`src/rtl/gpac_adc_rx_arbiter_pkg.sv`:
```
// Shared types and sizing helpers for the GPAC ADC receiver read arbiter.
package gpac_adc_rx_arbiter_pkg;

  typedef enum logic {
    ARB_IDLE = 1'b0,
    ARB_XFER = 1'b1
  } arb_state_e;

  localparam int BUF_DEPTH = 2;
  localparam int BUF_CNT_W = 2;

  // Channel index width; never below one bit so a 2-channel build still has a pointer.
  function automatic int ch_width(input int n);
    return (n <= 2) ? 1 : $clog2(n);
  endfunction

endpackage

```
`src/rtl/gpac_adc_rx_arbiter_rr_sel.sv`:
```
// Combinational round-robin picker: first set request at or after ptr, wrapping.
module rr_priority_select #(
  parameter int N  = 4,
  parameter int IW = 2
) (
  input  logic [N-1:0]  req,
  input  logic [IW-1:0] ptr,
  output logic          valid,
  output logic [IW-1:0] idx
);

  // Two passes instead of a modulo rotate: upper segment [ptr..N-1] wins over [0..ptr-1].
  always_comb begin
    valid = 1'b0;
    idx   = '0;
    for (int j = 0; j < N; j++) begin
      if (!valid && req[j] && (IW'(j) >= ptr)) begin
        valid = 1'b1;
        idx   = IW'(j);
      end
    end
    for (int j = 0; j < N; j++) begin
      if (!valid && req[j]) begin
        valid = 1'b1;
        idx   = IW'(j);
      end
    end
  end

endmodule

```
`src/rtl/gpac_adc_rx_arbiter.sv`:
```
// Round-robin burst arbiter merging per-channel ADC receiver FIFOs into one
// FWFT stream with a 2-entry output buffer.
module gpac_adc_rx_arbiter
  import gpac_adc_rx_arbiter_pkg::*;
#(
  parameter int CHANNELS = 4,
  parameter int DSIZE    = 32
) (
  input  logic                      BUS_CLK,
  input  logic                      BUS_RST_N,
  input  logic [CHANNELS-1:0]       CONF_ENABLE,
  input  logic [7:0]                CONF_BURST,
  input  logic [CHANNELS-1:0]       IN_FIFO_EMPTY,
  input  logic [CHANNELS*DSIZE-1:0] IN_FIFO_DATA,
  output logic [CHANNELS-1:0]       IN_FIFO_READ,
  input  logic                      OUT_FIFO_READ,
  output logic                      OUT_FIFO_EMPTY,
  output logic [DSIZE-1:0]          OUT_FIFO_DATA,
  output logic [CHANNELS-1:0]       GRANT,
  output logic                      BUSY
);

  localparam int CH_W = ch_width(CHANNELS);

  arb_state_e           state;
  logic [CH_W-1:0]      ptr, grant, ptr_next;
  logic [7:0]           burst_cnt;
  logic [BUF_CNT_W-1:0] buf_cnt;
  logic [DSIZE-1:0]     buf0, buf1;

  logic [CHANNELS-1:0]  req, sel_onehot;
  logic                 sel_vld;
  logic [CH_W-1:0]      sel_idx;
  logic                 g_empty, g_en;
  logic [DSIZE-1:0]     g_data;
  logic                 pop, pop_out, burst_hit, release_g;

  assign req = ~IN_FIFO_EMPTY & CONF_ENABLE;

  rr_priority_select #(.N(CHANNELS), .IW(CH_W)) u_rr_sel (
    .req   (req),
    .ptr   (ptr),
    .valid (sel_vld),
    .idx   (sel_idx)
  );

  // Per-channel view of the granted channel.
  always_comb begin
    g_empty    = 1'b1;
    g_en       = 1'b0;
    g_data     = '0;
    sel_onehot = '0;
    for (int i = 0; i < CHANNELS; i++) begin
      if (CH_W'(i) == grant) begin
        g_empty = IN_FIFO_EMPTY[i];
        g_en    = CONF_ENABLE[i];
        g_data  = IN_FIFO_DATA[i*DSIZE +: DSIZE];
      end
      sel_onehot[i] = (CH_W'(i) == sel_idx);
    end
  end

  assign pop       = (state == ARB_XFER) && !g_empty && g_en &&
                     (buf_cnt != BUF_CNT_W'(BUF_DEPTH));
  assign burst_hit = pop && (CONF_BURST != 8'd0) && (burst_cnt == CONF_BURST - 8'd1);
  assign release_g = burst_hit || g_empty || !g_en;
  assign ptr_next  = (grant == CH_W'(CHANNELS-1)) ? '0 : grant + CH_W'(1);
  assign pop_out   = OUT_FIFO_READ && (buf_cnt != '0);

  always_comb begin
    IN_FIFO_READ = '0;
    for (int i = 0; i < CHANNELS; i++)
      IN_FIFO_READ[i] = pop && (CH_W'(i) == grant);
  end

  always_ff @(posedge BUS_CLK or negedge BUS_RST_N) begin
    if (!BUS_RST_N) begin
      state     <= ARB_IDLE;
      ptr       <= '0;
      grant     <= '0;
      burst_cnt <= '0;
      GRANT     <= '0;
    end else begin
      case (state)
        ARB_IDLE: begin
          if (sel_vld) begin
            grant     <= sel_idx;
            burst_cnt <= '0;
            GRANT     <= sel_onehot;
            state     <= ARB_XFER;
          end
        end
        ARB_XFER: begin
          // Saturate so unlimited bursts never wrap into a spurious release.
          if (pop && burst_cnt != 8'hFF)
            burst_cnt <= burst_cnt + 8'd1;
          if (release_g) begin
            state <= ARB_IDLE;
            ptr   <= ptr_next;
            GRANT <= '0;
          end
        end
        default: state <= ARB_IDLE;
      endcase
    end
  end

  // Output buffer: buf0 is the head, buf1 the second entry.
  always_ff @(posedge BUS_CLK or negedge BUS_RST_N) begin
    if (!BUS_RST_N) begin
      buf_cnt <= '0;
      buf0    <= '0;
      buf1    <= '0;
    end else begin
      case ({pop, pop_out})
        2'b10: begin
          if (buf_cnt == '0) buf0 <= g_data;
          else               buf1 <= g_data;
          buf_cnt <= buf_cnt + BUF_CNT_W'(1);
        end
        2'b01: begin
          buf0    <= buf1;
          buf_cnt <= buf_cnt - BUF_CNT_W'(1);
        end
        2'b11: begin
          if (buf_cnt == BUF_CNT_W'(1)) begin
            buf0 <= g_data;
          end else begin
            buf0 <= buf1;
            buf1 <= g_data;
          end
        end
        default: ;
      endcase
    end
  end

  assign OUT_FIFO_EMPTY = (buf_cnt == '0);
  assign OUT_FIFO_DATA  = buf0;
  assign BUSY           = (|req) || (buf_cnt != '0);

endmodule

```
`config.mk`:
```
export PLATFORM = sky130hd
export DESIGN_NAME = gpac_adc_rx_arbiter
export DESIGN_NICKNAME = d
export VERILOG_FILES = /design/src/rtl/gpac_adc_rx_arbiter_pkg.sv /design/src/rtl/gpac_adc_rx_arbiter_rr_sel.sv /design/src/rtl/gpac_adc_rx_arbiter.sv
export SDC_FILE = /design/constraint.sdc
export NUM_CORES = 1
export LEC_CHECK = 0
export BUFFER_PORTS_ARGS = -buffer_cell sky130_fd_sc_hd__buf_4
export CORE_ASPECT_RATIO = 0.8
export CORE_UTILIZATION = 25
export CTS_BUF_LIST = sky130_fd_sc_hd__clkbuf_4 sky130_fd_sc_hd__clkbuf_8
export DETAILED_ROUTE_END_ITERATION = 10
export PLACE_DENSITY = 0.47
export SETUP_SLACK_MARGIN = 0.3
export SLEW_MARGIN = 20
export SYNTH_ARGS = -nofsm -noshare
export SYNTH_HDL_FRONTEND = slang
export SYNTH_SLANG_ARGS = --single-unit
```
`constraint.sdc`:
```
create_clock -name BUS_CLK -period 2.6 [get_ports BUS_CLK]
set_input_delay 0.13 -clock BUS_CLK [delete_from_list [all_inputs] [get_ports BUS_CLK]]
set_output_delay 0.13 -clock BUS_CLK [all_outputs]
set_load 0.01 [all_outputs]
```
Word level (Yosys, flattened, before mapping)
Index checks and enable logic that the tools add are counted.
{"block": "word_totals", "register_bits": 83}
{"block": "classes", "n_addsub": 5, "magnitude_cmp": 4, "n_eq_ne": 20, "muxes": 44, "n_bitwise": 3, "reduce_logical": 49}
{"op": "32-bit two-way mux", "n": 8}
{"op": "32-bit one-hot mux with 3 select lines", "n": 1}
{"op": "32-bit one-hot mux with 2 select lines", "n": 1}
{"op": "1-bit logical AND", "n": 22}
{"op": "1-bit two-way mux", "n": 19}
{"op": "8-bit two-way mux", "n": 2}
{"op": "8-bit one-hot mux with 2 select lines", "n": 1}
{"op": "2-bit two-way mux", "n": 7}
{"op": "2-bit inequality test, second input constant", "n": 5}
{"op": "2-bit AND reduction", "n": 5}
{"op": "1-bit zero test", "n": 9}
{"op": "8-bit by 1-bit adder with 8-bit output, second input constant", "n": 1}
{"op": "2-bit equality test, first input constant", "n": 4}
{"op": "8-bit equality test", "n": 1}
{"op": "4-bit two-way mux", "n": 2}
{"op": "8-bit inequality test, second input constant", "n": 1}
{"op": "4-bit one-hot mux with 2 select lines", "n": 1}
{"op": "8-bit nonzero test", "n": 1}
{"op": "8-bit by 1-bit subtractor with 8-bit output, second input constant", "n": 1}
{"op": "2-bit equality test, second input constant", "n": 3}
{"op": "2-bit zero test", "n": 3}
{"op": "2-bit nonzero test", "n": 3}
{"op": "2-bit by 1-bit adder with 2-bit output, second input constant", "n": 2}
{"op": "4-bit AND", "n": 1}
{"op": "14 further kinds", "n": 21}

Longest topological paths before layout
{"block": "logic_depth", "depth_word": 31, "depth_mapped": 16}

Cells and area by module
From an unflattened synthesis, not the netlist that was laid out.
{"block": "hier_totals", "hier_cells": 535, "hier_area_um2": 4772.1}
{"mod": "gpac_adc_rx_arbiter", "instances": 1, "cells_each": 523, "area_per_inst_um2": 4698.3, "seq_area_each_um2": 2077.0}
{"mod": "rr_priority_select", "instances": 1, "cells_each": 12, "area_per_inst_um2": 73.8, "seq_area_each_um2": 0.0}

Worst setup path after synthesis
Ideal clock, no wire load.
{"block": "synth_timing", "path_type": "flip-flop to flip-flop", "startpoint": "register grant[0]", "endpoint": "register buf1[15]", "arrival_time_ns": 2.731, "required_ns": 2.523, "setup_slack_ns": -0.208, "path_stages_with_launch": 16, "path_cell_list": "dfrtp_1 -> inv_1 -> ha_1 -> buf_6 -> or2_1 -> a221oi_4 -> or2_1 -> buf_6 -> inv_8 -> ha_1 -> nand2_1 -> o211a_1 -> clkbuf_1 -> buf_1 -> nor2_1 -> a21oi_1"}
{"block": "synth_between", "elab_chain_cells": 12, "elab_cells_between_ends": 29, "cone_classes": "eq/ne (7); mux (15); reduce/logical (7)"}
{"item": "start, declared", "line": "gpac_adc_rx_arbiter.sv:26", "text": "logic [CH_W-1:0] ptr, grant, ptr_next;"}
{"item": "start signal, assigned", "line": "gpac_adc_rx_arbiter.sv:87", "text": "grant <= sel_idx;"}
{"item": "2-bit zero test", "line": "gpac_adc_rx_arbiter.sv:54", "text": "if (CH_W'(i) == grant) begin"}
{"item": "1-bit two-way mux (4 in series)", "line": "gpac_adc_rx_arbiter.sv:54"}
{"item": "1-bit zero test", "line": "gpac_adc_rx_arbiter.sv:63", "text": "assign pop = (state == ARB_XFER) && !g_empty && g_en &&"}
{"item": "1-bit logical AND (3 in series)", "line": "gpac_adc_rx_arbiter.sv:63"}
{"item": "2-bit equality test", "line": "gpac_adc_rx_arbiter.sv:115", "text": "case ({pop, pop_out})"}
{"item": "2-bit inequality test (no source line) / 2-bit nonzero test (equally long branches)"}
{"item": "3-bit AND reduction (no source line)"}
{"item": "end signal, assigned", "line": "gpac_adc_rx_arbiter.sv:118", "text": "else buf1 <= g_data;"}
{"item": "end signal, assigned", "line": "gpac_adc_rx_arbiter.sv:130", "text": "buf1 <= g_data;"}
{"item": "end, declared", "line": "gpac_adc_rx_arbiter.sv:29", "text": "logic [DSIZE-1:0] buf0, buf1;"}
Parallel ways exist; a longest one is shown, timed or not. The select of a mux whose other input is x is not followed.
A chain may end at the register's enable or synchronous reset.

Worst setup path after layout
{"block": "layout_timing", "startpoint": "register grant[1]", "endpoint": "register buf0[23], in the netlist OUT_FIFO_DATA[23]"}
{"block": "layout_between", "elab_chain_cells": 12, "elab_cells_between_ends": 29, "cone_classes": "eq/ne (7); mux (15); reduce/logical (7)"}
{"item": "2-bit zero test", "line": "gpac_adc_rx_arbiter.sv:54"}
{"item": "1-bit two-way mux (4 in series)", "line": "gpac_adc_rx_arbiter.sv:54"}
{"item": "1-bit zero test", "line": "gpac_adc_rx_arbiter.sv:63"}
{"item": "1-bit logical AND (3 in series)", "line": "gpac_adc_rx_arbiter.sv:63"}
{"item": "2-bit equality test / 2-bit by 1-bit equality test with 1-bit output (equally long branches)", "line": "gpac_adc_rx_arbiter.sv:115"}
{"item": "2-bit inequality test (no source line) / 3-bit nonzero test (equally long branches)"}
{"item": "2-bit AND reduction (no source line)"}
{"item": "end signal, assigned", "line": "gpac_adc_rx_arbiter.sv:117", "text": "if (buf_cnt == '0) buf0 <= g_data;"}
{"item": "end signal, assigned", "line": "gpac_adc_rx_arbiter.sv:122", "text": "buf0 <= buf1;"}
{"item": "end signal, assigned", "line": "gpac_adc_rx_arbiter.sv:127", "text": "buf0 <= g_data;"}
{"item": "end, declared", "line": "gpac_adc_rx_arbiter.sv:29"}
Parallel ways exist; a longest one is shown, timed or not. The select of a mux whose other input is x is not followed.

==> flow_metrics.env <==
export IMPL_clk_path_buf_depth=2
export IMPL_grt_overflow_total=0
export IMPL_rsz0062_at_grt="yes"
export IMPL_drt_total_wl_mm=19.8
export IMPL_crit_chain="ha_4 > or2_4 > a221oi_4 > or2_4 > inv_8 > ha_4 > nand2_4 > o32a_1 > buf_4 > buf_6 > buf_16 > nor2_4 > a221o_1"
export IMPL_postRouteAntennaNets=0
export IMPL_die_height_um=129
export IMPL_ys_seq_area_share_pct=41.5
export IMPL_synth_cell_types=58
export IMPL_core_area_sq_um=19300
export IMPL_dp_cells=982
export IMPL_max_freq_ghz=0.388
export IMPL_drc_errors=0
export IMPL_ctsHtreeMaxLevel=3
export IMPL_cp_start_kind="flop"
export IMPL_syn_avg_cell_area_sq_um=9.04
export IMPL_cts_buffers=9
export IMPL_slew_limit_headroom_pct=43.1
export IMPL_final_cells=1033
export IMPL_pre_cts_slack_ps=-198
export IMPL_synth_top_area_share_pct=41.5
export IMPL_gp_congestion=0.923
export IMPL_wl_per_cell_um=19.2
export IMPL_maxCapViolations=0
export IMPL_grt_pass1_vias=5318
export IMPL_clock_sinks=83
export IMPL_antenna_found_initial=0
export IMPL_drtIter0Drc=347
export IMPL_worst_path_buf_inv=4
export IMPL_synth_area_leaders="dfrtp_1 (41%), nor2_1 (7.7%), a221o_1 (6.6%)"
export IMPL_critical_path_top_delay_family="compound AO/OA/AOI/OAI gates"
export IMPL_fin_worst_skew_ps=15.1
export IMPL_io_pins=189
export IMPL_postSynthCellCount=554
export IMPL_hold_ws_ps=151
export IMPL_holdCritPathClass="in -> reg"
export IMPL_final_setup_viol_count=0
export IMPL_initial_core_util_pct=25.9
export IMPL_nFillCells=1875
export IMPL_post_synth_top_count_cell="nor2_1"
export IMPL_fp_dieArea_sq_um=20600
export IMPL_outcome="finished, final reports clean"
export IMPL_min_period_ps=2580
export IMPL_finalCritPeriodShare_pct=99.1
export IMPL_worst_pin_slew_ps=853
export IMPL_synthArstFlopShare_pct=100
export IMPL_grtUsageTotal_pct=19.1
export IMPL_synth_edff_count=0
export IMPL_synth_common_cells="nor2_1 (103), dfrtp_1 (83), nand2_1 (47), a21oi_1 (40), a221o_1 (33)"
export IMPL_cellLeakagePower_nw=3.41
export IMPL_cp_end_kind="flop"
export IMPL_path_max_fanout=8
export IMPL_syn_cell_area_sq_um=5010
export IMPL_powerDensity_nw_per_um2=1170
export IMPL_clk_latency_ps=390
export IMPL_worst_ep_arrival_time_ps=2860
export IMPL_final_nets=930
export IMPL_setup_ws_ps=22.5
export IMPL_slowest_delay_ps=470
export IMPL_clk_pin_slew_worst_paths_ps=100
export IMPL_grt_pass1_wl_mm=30.2
export IMPL_layout_drive_gt1_share_pct=45.5
export IMPL_peakVddDrop_uv=482
export IMPL_synth_nets=714
export IMPL_root_buffer="clkbuf_8"
export IMPL_rows=45
export IMPL_cp_slowest_cell="dfrtp_2"
export IMPL_grt_max_degree=84
export IMPL_yosysTopAreaCell="dfrtp_1"
export IMPL_routed_via_density=5.20
export IMPL_hpwl_mm=12.6
export IMPL_synth_seq_cells=83
export IMPL_hold_violations=0
export IMPL_crit_type="reg -> reg"
export IMPL_antenna_cells=0
export IMPL_worstPathRequired_ps=2880
export IMPL_firstDrtPassIters=6
export IMPL_synthToLayoutAreaGrowth_pct=58.0
export IMPL_finalMaxSlewViolations=0
export IMPL_cts_tree="done"
export IMPL_yosys_warnings=0
export IMPL_ys_flop_type="dfrtp_1"
export IMPL_die_w_um=160
export IMPL_port_buffers=188
export IMPL_dr_total_vias=5375
==> final timing paths <==
path | endpoint | from | slack, ps | depth (start not counted)
setup reg to reg | OUT_FIFO_DATA[23] | grant[1] | 20 | 13
hold / removal | buf1[15] | IN_FIFO_DATA[111] | 150 | 3
setup / recovery | OUT_FIFO_DATA[23] | grant[1] | 20 | 13
hold reg to reg | OUT_FIFO_DATA[7] | buf1[7] | 520 | 1
max in group asynchronous | burst_cnt[6] | BUS_RST_N | 1620 | 2
min in group asynchronous | GRANT[3] | BUS_RST_N | 350 | 2
==> power by group <==
group / switching [W] / leakage [nW] / internal (W)
combinational: 0.00330 / 2.28 / 0.00278
clock: 0.000556 / 0.0988 / 0.000461
sequential: 0.000367 / 1.03 / 0.00183
==> kinds of logic after synthesis <==
| kind of cell | Yosys count | synth area share [%] |
|---|---|---|
| compound gates | 177 | 28.2 |
| xor+xnor | 13 | 2.27 |
| fa+ha+maj | 13 | 3.25 |
| buf+inv | 60 | 5.59 |
| flops | 83 | 41.5 |
| mux | 2 | 0.400 |
| simple gates | 206 | 18.8 |
==> tightest hold or removal path: stages <==
cell	delay (ps)
buf_4	90
a21oi_1	130
a21oi_1	160
==> flip-flops by register name (all words and copies together), names as in the netlist <==
register and count:
grant 2, buf1 32, burst_cnt 8, buf_cnt 2, OUT_FIFO_DATA 32, GRANT 4, ptr 2, state 1
==> placed cells by master (no fill, tap or decap), types with 4 or more instances in the layout <==
cell type | synthesis | routed
a221o_1 | 33 | 33
a311oi_1 | 4 | 4
buf_6 | 5 | 10
buf_16 | 0 | 8
nor2_2 | 0 | 21
a21oi_1 | 40 | 31
dfrtp_1 | 83 | 81
nor2_1 | 103 | 58
inv_1 | 17 | 14
o31a_1 | 31 | 31
nor3_1 | 8 | 8
clkbuf_8 | 0 | 9
nor2b_1 | 7 | 6
nand3_1 | 6 | 6
o21ai_0 | 9 | 9
nand2b_1 | 4 | 4
ha_4 | 0 | 6
xnor2_1 | 8 | 8
buf_4 | 1 | 217
a21oi_2 | 0 | 8
buf_12 | 0 | 6
a221oi_1 | 32 | 32
a31oi_1 | 5 | 5
nand2_1 | 47 | 43
xor2_1 | 5 | 5
nor2_4 | 0 | 27
ha_1 | 13 | 6
==> routing by layer <==
layer  track usage, %  vias up  part of all wire [%]  wire (um)
li1                 -     2504                     -          -
met1             25.4     2649                    46       9150
met2             31.0      196                    46       9130
met3             4.67       26                   6.3       1250
met4             4.71        0                   1.5        295
met5                0        -                     0          0
==> cell type report <==
cell class	instances	area [sq um]	share of cell area (%)
multi-input combinational	415	3110	39.3
timing repair buffer	243	2120	26.7
sequential	83	2080	26.3
tap	258	323	4.08
clock buffer	9	124	1.56
clock inverter	7	82.6	1.04
inverter	18	81.3	1.03
==> what timing repair did <==
action | CTS | global route
pin swaps | 49 | 16
cloned | 11 | 1
buffers inserted | 17 | 5
hold buffers | 1 | 0
endpoints found under the hold margin | 36 | 0
resized for setup | 69 | 51
endpoints found under the setup margin | 67 | 72
==> per-stage QoR <==
step / TNS (ps) / cell area, sq um / total power (W) / utilization [%]
final: 0 / 7920 / 0.00929 / 41.0
after global routing: -1390 / 7920 / 0.00994 / 41.0
after CTS: 0 / 7650 / 0.00886 / 39.6
after detailed placement: -7670 / 6790 / 0.00679 / 35.2
after global placement: -3270 / 6790 / 0.00666 / 35.2
after floorplan: 0 / 5120 / 0.00525 / -
(Power assumes the default switching activity.)
